--- src/rtl/cpu6502_pkg.sv ---
// Shared types and constants for the 6502 accumulator/ALU sequencer.
package cpu6502_pkg;

  localparam int unsigned DATA_W   = 8;
  localparam int unsigned CMD_W    = 4;
  localparam int unsigned ALU_OP_W = 5;

  // One-hot ALU operation selects.
  localparam logic [ALU_OP_W-1:0] ALU_OP_NONE = 5'b00000;
  localparam logic [ALU_OP_W-1:0] ALU_OP_SUM  = 5'b10000;
  localparam logic [ALU_OP_W-1:0] ALU_OP_AND  = 5'b01000;
  localparam logic [ALU_OP_W-1:0] ALU_OP_OR   = 5'b00100;
  localparam logic [ALU_OP_W-1:0] ALU_OP_EOR  = 5'b00010;
  localparam logic [ALU_OP_W-1:0] ALU_OP_SR   = 5'b00001;

  // Accumulator-class commands; codes 14 and 15 are unused and act as NOP.
  typedef enum logic [CMD_W-1:0] {
    CMD_LDA = 4'd0,
    CMD_ADC = 4'd1,
    CMD_SBC = 4'd2,
    CMD_AND = 4'd3,
    CMD_ORA = 4'd4,
    CMD_EOR = 4'd5,
    CMD_CMP = 4'd6,
    CMD_ASL = 4'd7,
    CMD_ROL = 4'd8,
    CMD_LSR = 4'd9,
    CMD_ROR = 4'd10,
    CMD_CLC = 4'd11,
    CMD_SEC = 4'd12,
    CMD_CLV = 4'd13
  } cmd_t;

  typedef enum logic [1:0] {
    ST_IDLE  = 2'd0,
    ST_EXEC  = 2'd1,
    ST_EXEC2 = 2'd2
  } state_t;

endpackage

--- src/rtl/status_flags.sv ---
// N/V/Z/C status register with per-command update masks.
// Ports: clk, rst_n (sync, active-low); upd_en strobes a retiring command;
// cmd selects which flags change; result/alu_overflow/alu_carry_out/shift_c
// are the candidate values; flag_n/v/z/c are the registered flags.
module status_flags
  import cpu6502_pkg::*;
#(
  parameter int unsigned WIDTH = 8
) (
  input  logic             clk,
  input  logic             rst_n,
  input  logic             upd_en,
  input  logic [CMD_W-1:0] cmd,
  input  logic [WIDTH-1:0] result,
  input  logic             alu_overflow,
  input  logic             alu_carry_out,
  input  logic             shift_c,
  output logic             flag_n,
  output logic             flag_v,
  output logic             flag_z,
  output logic             flag_c
);

  logic flag_n_q, flag_v_q, flag_z_q, flag_c_q;
  logic flag_n_d, flag_v_d, flag_z_d, flag_c_d;
  logic upd_nz_c, upd_v_c, upd_c_c;
  logic v_val_c, c_val_c;

  // Which flags each command touches, and where V/C come from.
  always_comb begin
    upd_nz_c = 1'b0;
    upd_v_c  = 1'b0;
    upd_c_c  = 1'b0;
    v_val_c  = alu_overflow;
    c_val_c  = alu_carry_out;
    case (cmd)
      CMD_LDA, CMD_AND, CMD_ORA, CMD_EOR: upd_nz_c = 1'b1;
      CMD_ADC, CMD_SBC: begin
        upd_nz_c = 1'b1;
        upd_v_c  = 1'b1;
        upd_c_c  = 1'b1;
      end
      CMD_CMP, CMD_ASL, CMD_ROL: begin
        upd_nz_c = 1'b1;
        upd_c_c  = 1'b1;
      end
      CMD_LSR, CMD_ROR: begin
        upd_nz_c = 1'b1;
        upd_c_c  = 1'b1;
        c_val_c  = shift_c;
      end
      CMD_CLC: begin
        upd_c_c = 1'b1;
        c_val_c = 1'b0;
      end
      CMD_SEC: begin
        upd_c_c = 1'b1;
        c_val_c = 1'b1;
      end
      CMD_CLV: begin
        upd_v_c = 1'b1;
        v_val_c = 1'b0;
      end
      default: ;
    endcase
  end

  // Next flag values.
  always_comb begin
    flag_n_d = flag_n_q;
    flag_v_d = flag_v_q;
    flag_z_d = flag_z_q;
    flag_c_d = flag_c_q;
    if (upd_en) begin
      if (upd_nz_c) begin
        flag_n_d = result[WIDTH-1];
        flag_z_d = (result == '0);
      end
      if (upd_v_c) flag_v_d = v_val_c;
      if (upd_c_c) flag_c_d = c_val_c;
    end
  end

  always_ff @(posedge clk) begin
    if (!rst_n) begin
      flag_n_q <= 1'b0;
      flag_v_q <= 1'b0;
      flag_z_q <= 1'b1;
      flag_c_q <= 1'b0;
    end else begin
      flag_n_q <= flag_n_d;
      flag_v_q <= flag_v_d;
      flag_z_q <= flag_z_d;
      flag_c_q <= flag_c_d;
    end
  end

  assign flag_n = flag_n_q;
  assign flag_v = flag_v_q;
  assign flag_z = flag_z_q;
  assign flag_c = flag_c_q;

endmodule

--- src/rtl/alu_ctrl.sv ---
// Sequencer between instruction decode and the 6502 ALU: accepts
// accumulator commands on req_valid/req_ready, drives registered ALU
// operands/op/carry, owns A and the status flags, pulses done on retire.
// Ports: clk, rst_n (sync, active-low); req_* command handshake;
// alu_a/b/op/carry_in/decimal to the ALU; alu_result/overflow/carry_out
// back from it; acc, flag_n/v/z/c architectural state; done retire pulse.
module alu_ctrl
  import cpu6502_pkg::*;
#(
  parameter int unsigned WIDTH = 8
) (
  input  logic                clk,
  input  logic                rst_n,
  input  logic                req_valid,
  output logic                req_ready,
  input  logic [CMD_W-1:0]    req_cmd,
  input  logic [WIDTH-1:0]    req_operand,
  output logic [WIDTH-1:0]    alu_a,
  output logic [WIDTH-1:0]    alu_b,
  output logic [ALU_OP_W-1:0] alu_op,
  output logic                alu_carry_in,
  output logic                alu_decimal,
  input  logic [WIDTH-1:0]    alu_result,
  input  logic                alu_overflow,
  input  logic                alu_carry_out,
  output logic [WIDTH-1:0]    acc,
  output logic                flag_n,
  output logic                flag_v,
  output logic                flag_z,
  output logic                flag_c,
  output logic                done
);

  state_t              state_q, state_d;
  logic [CMD_W-1:0]    cmd_q, cmd_d;
  logic [WIDTH-1:0]    operand_q, operand_d;
  logic [WIDTH-1:0]    acc_q, acc_d;
  logic                c_new_q, c_new_d;
  logic                done_q, done_d;
  logic                ready_q, ready_d;
  logic [WIDTH-1:0]    alu_a_q, alu_a_d;
  logic [WIDTH-1:0]    alu_b_q, alu_b_d;
  logic [ALU_OP_W-1:0] alu_op_q, alu_op_d;
  logic                alu_cin_q, alu_cin_d;

  logic                flag_upd_c;
  logic [WIDTH-1:0]    flag_res_c;
  logic                shift_c_c;

  // FSM next state, accumulator write-back and flag update strobe.
  always_comb begin
    state_d    = state_q;
    cmd_d      = cmd_q;
    operand_d  = operand_q;
    acc_d      = acc_q;
    c_new_d    = c_new_q;
    done_d     = 1'b0;
    flag_upd_c = 1'b0;
    flag_res_c = alu_result;
    shift_c_c  = acc_q[0];
    case (state_q)
      ST_IDLE: begin
        if (req_valid) begin
          cmd_d     = req_cmd;
          operand_d = req_operand;
          state_d   = ST_EXEC;
        end
      end
      ST_EXEC: begin
        if (cmd_q == CMD_ROR) begin
          // Remember the bit shifted out; C must keep its old value for pass 2.
          c_new_d = acc_q[0];
          state_d = ST_EXEC2;
        end else begin
          state_d    = ST_IDLE;
          done_d     = 1'b1;
          flag_upd_c = 1'b1;
          case (cmd_q)
            CMD_LDA: begin
              acc_d      = operand_q;
              flag_res_c = operand_q;
            end
            CMD_ADC, CMD_SBC, CMD_AND, CMD_ORA, CMD_EOR,
            CMD_ASL, CMD_ROL, CMD_LSR: acc_d = alu_result;
            default: ;
          endcase
        end
      end
      ST_EXEC2: begin
        state_d    = ST_IDLE;
        done_d     = 1'b1;
        flag_upd_c = 1'b1;
        acc_d      = alu_result;
        shift_c_c  = c_new_q;
      end
      default: state_d = ST_IDLE;
    endcase
  end

  // ALU drive for the cycle being entered; registered so the ALU sees stable inputs.
  always_comb begin
    alu_a_d   = acc_d;
    alu_b_d   = '0;
    alu_op_d  = ALU_OP_NONE;
    alu_cin_d = 1'b0;
    ready_d   = (state_d == ST_IDLE);
    case (state_d)
      ST_EXEC: begin
        case (cmd_d)
          CMD_ADC: begin
            alu_b_d   = operand_d;
            alu_op_d  = ALU_OP_SUM;
            alu_cin_d = flag_c;
          end
          CMD_SBC: begin
            alu_b_d   = ~operand_d;
            alu_op_d  = ALU_OP_SUM;
            alu_cin_d = flag_c;
          end
          CMD_CMP: begin
            alu_b_d   = ~operand_d;
            alu_op_d  = ALU_OP_SUM;
            alu_cin_d = 1'b1;
          end
          CMD_AND: begin
            alu_b_d  = operand_d;
            alu_op_d = ALU_OP_AND;
          end
          CMD_ORA: begin
            alu_b_d  = operand_d;
            alu_op_d = ALU_OP_OR;
          end
          CMD_EOR: begin
            alu_b_d  = operand_d;
            alu_op_d = ALU_OP_EOR;
          end
          CMD_ASL: begin
            alu_b_d  = acc_d;
            alu_op_d = ALU_OP_SUM;
          end
          CMD_ROL: begin
            alu_b_d   = acc_d;
            alu_op_d  = ALU_OP_SUM;
            alu_cin_d = flag_c;
          end
          CMD_LSR, CMD_ROR: alu_op_d = ALU_OP_SR;
          default: ;
        endcase
      end
      ST_EXEC2: begin
        // Pass 2 of ROR: OR old carry into bit 7 of the pass-1 shift result.
        alu_a_d  = alu_result;
        alu_b_d  = {flag_c, (WIDTH-1)'(0)};
        alu_op_d = ALU_OP_OR;
      end
      default: ;
    endcase
  end

  always_ff @(posedge clk) begin
    if (!rst_n) begin
      state_q   <= ST_IDLE;
      cmd_q     <= '0;
      operand_q <= '0;
      acc_q     <= '0;
      c_new_q   <= 1'b0;
      done_q    <= 1'b0;
      ready_q   <= 1'b1;
      alu_a_q   <= '0;
      alu_b_q   <= '0;
      alu_op_q  <= ALU_OP_NONE;
      alu_cin_q <= 1'b0;
    end else begin
      state_q   <= state_d;
      cmd_q     <= cmd_d;
      operand_q <= operand_d;
      acc_q     <= acc_d;
      c_new_q   <= c_new_d;
      done_q    <= done_d;
      ready_q   <= ready_d;
      alu_a_q   <= alu_a_d;
      alu_b_q   <= alu_b_d;
      alu_op_q  <= alu_op_d;
      alu_cin_q <= alu_cin_d;
    end
  end

  status_flags #(
    .WIDTH(WIDTH)
  ) u_status_flags (
    .clk          (clk),
    .rst_n        (rst_n),
    .upd_en       (flag_upd_c),
    .cmd          (cmd_q),
    .result       (flag_res_c),
    .alu_overflow (alu_overflow),
    .alu_carry_out(alu_carry_out),
    .shift_c      (shift_c_c),
    .flag_n       (flag_n),
    .flag_v       (flag_v),
    .flag_z       (flag_z),
    .flag_c       (flag_c)
  );

  assign req_ready    = ready_q;
  assign alu_a        = alu_a_q;
  assign alu_b        = alu_b_q;
  assign alu_op       = alu_op_q;
  assign alu_carry_in = alu_cin_q;
  assign alu_decimal  = 1'b0;
  assign acc          = acc_q;
  assign done         = done_q;

endmodule
--- config.mk ---
export PLATFORM = sky130hd
export DESIGN_NAME = alu_ctrl
export DESIGN_NICKNAME = d
export VERILOG_FILES = /design/src/rtl/cpu6502_pkg.sv /design/src/rtl/status_flags.sv /design/src/rtl/alu_ctrl.sv
export SDC_FILE = /design/constraint.sdc
export NUM_CORES = 1
export LEC_CHECK = 0
export BUFFER_PORTS_ARGS = -buffer_cell sky130_fd_sc_hd__buf_4
export CAP_MARGIN = 20
export CORE_ASPECT_RATIO = 0.75
export CORE_UTILIZATION = 51
export DETAILED_ROUTE_END_ITERATION = 8
export GPL_TIMING_DRIVEN = 0
export PLACE_DENSITY = 0.75
export SETUP_SLACK_MARGIN = 0.02
export SYNTH_ARGS = -nofsm -noshare
export SYNTH_HDL_FRONTEND = slang
export SYNTH_SLANG_ARGS = --single-unit
--- constraint.sdc ---
create_clock -name clk -period 2.75 [get_ports clk]
set_input_delay 0.275 -clock clk [delete_from_list [all_inputs] [get_ports clk]]
set_output_delay 0.275 -clock clk [all_outputs]
set_load 0.01 [all_outputs]
### Word level (Yosys, flattened, before mapping)

Cells that the tools add are included.

* register bits: 51
* bits of input ports: 25
* logic and storage cells: 90
* output and inout port bits: 37

* reductions and logical operators: 20
* bitwise operators: 1
* equal/unequal tests: 27
* multiplexer cells: 27

Operator list (number)
* $mux 8: 7
* $pmux 8 s2: 3
* $eq 4x4->1 const B: 9
* $eq 4x3->1 const B: 8
* $pmux 5 s5: 1
* $pmux 8 s3: 1
* $eq 4x2->1 const B: 4
* $reduce_or 11->1: 1
* $pmux 5 s2: 1
* $reduce_and 2->1: 5
* $reduce_or 9->1: 1
* $eq 4x1->1 const B: 2
* $logic_not 8->1: 1
* $mux 4: 2
* $not 8->8: 1
* $reduce_or 2->1: 4
* $reduce_or 8->1: 1
* $mux 1: 6
* $reduce_or 3->1: 2
* $reduce_or 5->1: 1
* $eq 2x1->1 const B: 2
* $eq 2x2->1 const B: 2
* $logic_not 2->1: 2
* $logic_not 4->1: 1
* 5 further kinds: 7

### Longest topological paths before layout

* depth in word-level cells: 7
* mapped depth: 11
* depth with buffers taken out: 10

### Modules after synthesis

From an unflattened synthesis, not the netlist that was laid out.

* cell total of the unflattened synthesis: 303
* area total of the unflattened synthesis: 2777.7 µm²

Modules (own cells, without submodules)
* alu_ctrl: area an instance 2412.3 µm², times used 1, cells each 261, seq. area each 940.9 µm²
* status_flags: area an instance 365.4 µm², times used 1, cells each 42, seq. area each 80.1 µm²

### Worst setup path before layout

OpenSTA, ideal clock, no wires.

* path type: reg2reg
* start: reg cmd_q[3]
* end: reg alu_b_q[7], in the netlist alu_b[7]
* clock period less this slack: 2.398 ns
* buffers on the path: 3
* slack: 0.352 ns
* data required time: 2.622 ns
* setup time: 0.128 ns
* arrival: 2.271 ns
* stages on the path, launching flop included: 12
* path through: dfxtp_1 buf_2 buf_2 buf_2 nand4_1 o21a_1 ha_1 nand3_1 nor3_1 mux2_4 o211ai_1 o211ai_2

* longest elaborated chain between the ends: 7
* elaborated cells on any way between the ends: 33
* classes of those cells: eq/ne (19); mux (9); reduce/logical (5)

RTL lines
* from (decl): line alu_ctrl.sv:35 `logic [CMD_W-1:0] cmd_q, cmd_d;`
* from (signal assigned): line alu_ctrl.sv:175 `cmd_q <= cmd_d;`
* $eq 4x2->1 (tied with other cells): line alu_ctrl.sv:78 `case (cmd_q)`
* $reduce_or 8->1: line alu_ctrl.sv:78
* $pmux 8 s2: line alu_ctrl.sv:78
* $mux 8: line alu_ctrl.sv:70 `if (cmd_q == CMD_ROR) begin`
* $pmux 8 s2: line alu_ctrl.sv:61 `case (state_q)`
* $pmux 8 s3: line alu_ctrl.sv:109 `case (cmd_d)`
* $pmux 8 s2 (*): line alu_ctrl.sv:107 `case (state_d)`
* to (signal assigned): line alu_ctrl.sv:182 `alu_b_q <= alu_b_d;`
* to (decl): line alu_ctrl.sv:42 `logic [WIDTH-1:0] alu_b_q, alu_b_d;`

Every way passes the cells marked *; elsewhere a longest branch is shown, timed or not.
A chain may end at the register's enable or synchronous reset.

### Final worst setup path

* start: reg cmd_q[1]
* end: reg alu_b_q[7], in the netlist alu_b[7]

Same word-level chain as after synthesis.

==> qor.yml <==
placed_design:
  dp_worst_setup_slack_ps: -274
  placed_cells: 495
  hpwl_microns: 7210
  dpl-instance-area_sq_um: 3600
  place.gp.congestion: 1.01
  io_buffers: 59
floorplanning:
  design.die.area_sq_um: 6320
  pin_count: 62
  start_util_pct: 52.8
  dieHeight_microns: 69.1
  core-area_sq_um: 5800
  rows: 24
  die_w_microns: 91.4
clock_tree:
  htree_num_levels: 2
  cts_inserted_buffers: 5
  root_buffer: "clkbuf_8"
  cts_buffer_depth: 2
  insertion_delay_ps: 310
  clock_sinks: 51
  tritoncts: "done"
  clk_pin_slew_ps: 100
  holdBufCountCts: 0
critical_path:
  worstSetupStartpointType: "flop"
  critical_path.max_stage_delay_ps: 400
  crit_arrival_ps: 2780
  rr_startpoint: "cmd_q[1]$_SDFF_PN0_"
  worstSetupPathType: "reg -> reg"
  cp_max_fo: 10
  rrSetupSlack_ps: 170
  endpoint_kind: "flop"
  cp_slowest_cell: "dfxtp_4"
  cp.required_ps: 2950
  rr_endpoint: "alu_b[7]$_SDFF_PN0_"
  r2r_cells: 10
  cpMostUsedCell: "o21a_1"
  crit_chain: "buf_4 -> nor2b_4 -> nand4_1 -> o21a_1 -> ha_1 -> and3_1 -> o21a_1 -> mux2_4 -> o211ai_1 -> o211ai_2"
  critPathTopFamily: "simple AND/OR/NAND/NOR gates"
  worst-path-buf-inv: 1
run:
  max_cap_viol_count: 0
routing:
  ant_nets: 0
  dr.pass1.iters: 5
  routed_via_density: 6.13
  remaining_drc_errors: 0
  routed_wl_microns: 9560
  post_drt_wl_per_cell_microns: 19.0
  first_iter_violations: 362
  vias: 3078
layout:
  post-route-util_pct: 64.9
  multi_input_area_sq_um: 1880
  areaGrowthSynthToFinish_pct: 23.0
  final_cells: 502
  nFillCells: 522
  ff_latch_area_sq_um: 1020
  diodes: 0
  drive_above_1_share_pct: 25.2
  fin_area_sq_um: 3760
  layout.nets: 454
synthesis:
  synthCells: 358
  yosysTopAreaCellShare_pct: 33.4
  synth.cell_area_sq_um: 3060
  synth_edf_count: 0
  synth_area_leader_cell: "dfxtp_1"
  ys_seq_elements: 51
  syn_nets: 389
  ys_top_cells_by_area: "dfxtp_1, o21ai_0, mux2i_1"
  async_reset_ff_share_pct: 0
  yosysSeqAreaShare_pct: 33.4
  ys.flop_type: "dfxtp_1"
  synth_cell_types: 66
  syn_avg_cell_area_sq_um: 8.55
  synth_warnings: 0
grt:
  grt_overflow: 0
  grt_use_total_pct: 31.2
  grt_start_max_net_pins: 16
  grt_pass1_wl_microns: 15100
  grt_pass1_vias: 2806
  antenna_found_initial: 0
timing:
  setup_viol: 0
  min_period_ps: 2580
  setup_ws_ps: 169
  fin_crit_sh_pct: 93.9
  finClkSkew_ps: 7.93
  hold_viol: 0
  grt_setup_unrepaired: "no"
  max-slew-margin-rel_pct: 57.3
  drv_slew: 0
  max_freq_mhz: 387
  tightest_slew_ps: 639
power_and_ir_drop:
  vdd_ir_drop_max_v: 0.000329
  powerDensity_nw_per_um2: 481
  p_leak_nw: 1.61
hold_path:
  min_to: "u_status_flags.flag_v$_SDFFE_PN0P_"
  hp-start: "alu_overflow"
  worstHoldPathCells: 3
  hp-class: "in -> reg"
outcome:
  status: "finished, final reports clean"
## per-layer routing
layer	wire [microns]	global-route usage [%]	vias to the layer above
li1	-	-	1447
met1	4390	45.8	1447
met2	4020	45.7	166
met3	966	6.40	18
met4	179	9.17	0
met5	0	0	-
## metrics by stage
stage	total power, mW	hold slack (ps)	TNS [ps]
2_1_floorplan	1.05	411	0
3_3_place_gp	1.18	459	-535
3_5_place_dp	1.19	481	-850
4_1_cts	1.80	234	-49.9
5_1_grt	1.87	235	0
6_report	1.81	235	0
## Yosys cell counts (3+ instances only)
| master | number |
|---|---|
| buf_2 | 7 |
| or3_1 | 4 |
| o21a_1 | 9 |
| clkbuf_1 | 7 |
| mux2i_1 | 13 |
| o21ai_1 | 5 |
| a21boi_1 | 4 |
| nor4_1 | 4 |
| nor4b_1 | 4 |
| dfxtp_1 | 51 |
| buf_6 | 3 |
| and2_1 | 11 |
| a221oi_1 | 3 |
| and3_1 | 8 |
| a31oi_1 | 7 |
| nand4_1 | 3 |
| o31ai_1 | 7 |
| o21ai_0 | 28 |
| nand2_1 | 34 |
| nor2b_1 | 13 |
| ha_1 | 6 |
| nor2_1 | 11 |
| nand2b_1 | 7 |
| inv_1 | 7 |
| a21oi_1 | 20 |
| nand3_1 | 9 |
| o211ai_1 | 4 |
| a21boi_0 | 7 |
| buf_4 | 6 |
| nor3_1 | 5 |
| o211a_1 | 4 |
## layout by cell type (no fill, tap or decap), types with 5 or more instances in the layout
cell      count
nand2b_1      7
nand3_1       8
o31ai_1       7
a31oi_1       7
and3_1        8
o21a_1        9
a21boi_0      7
o21ai_1       5
nor2b_1      12
inv_1         7
buf_2         5
clkbuf_8      5
dfxtp_1      50
and2_1       11
clkbuf_1      6
nor3_1        5
ha_1          6
nand2_1      34
o21ai_0      28
a21oi_1      20
mux2i_1      13
nor2_1       11
buf_4        65
## flip-flops by register name, summed over array words and instances (netlist names)
name	count
done	1
req_ready	1
alu_b	8
u_status_flags.flag_z	1
state_q	2
alu_op	5
c_new_q	1
alu_carry_in	1
u_status_flags.flag_c	1
u_status_flags.flag_n	1
cmd_q	4
operand_q	8
acc	8
u_status_flags.flag_v	1
alu_a	8
## tightest hold or removal path, stage by stage
cell and delay (ps):
buf_4 110, nand3_1 50, a21boi_0 70
## worst max path at each step
stage	startpoint	endpoint	slack (ps)	depth (start not counted)
2_1_floorplan	cmd_q[3]$_SDFF_PN0_	alu_b[7]$_SDFF_PN0_	350	11
6_report	cmd_q[1]$_SDFF_PN0_	alu_b[7]$_SDFF_PN0_	170	10
5_1_grt	cmd_q[3]$_SDFF_PN0_	alu_b[7]$_SDFF_PN0_	30	10
3_3_place_gp	cmd_q[3]$_SDFF_PN0_	alu_b[7]$_SDFF_PN0_	-260	11
4_1_cts	cmd_q[3]$_SDFF_PN0_	alu_b[7]$_SDFF_PN0_	-50	11
3_5_place_dp	cmd_q[3]$_SDFF_PN0_	alu_b[7]$_SDFF_PN0_	-270	11
## power by group
part	internal, mW	switching, mW
Clock	0.364	0.260
Combinational	0.161	0.242
Sequential	0.764	0.0195
Total	1.29	0.521
## cells by family after synthesis
kind of cell,synth area share [%]
xor gates and xnor gates,0.286
adders and majority gates,2.45
DFF,33.4
and+or+nand+nor,23.0
muxes,5.11
AOI/OAI and AO/OA,29.9
other,0.123
buffers and inverters,5.69
## area by class of cell
cell class | instances | area share, %
Sequential cell | 51 | 27.2
Buffer | 22 | 3.89
Clock buffer | 6 | 1.93
Timing Repair Buffer | 59 | 11.8
Tap cell | 78 | 2.59
Inverter | 9 | 0.898
Multi-Input combinational cell | 275 | 50.1
Clock inverter | 2 | 1.60
## timing repair
action,4_1_cts,5_1_grt
setup endpoints to repair,8,5
resized for setup,4,9
buffers inserted,0,0
(Power assumes the default switching activity.)
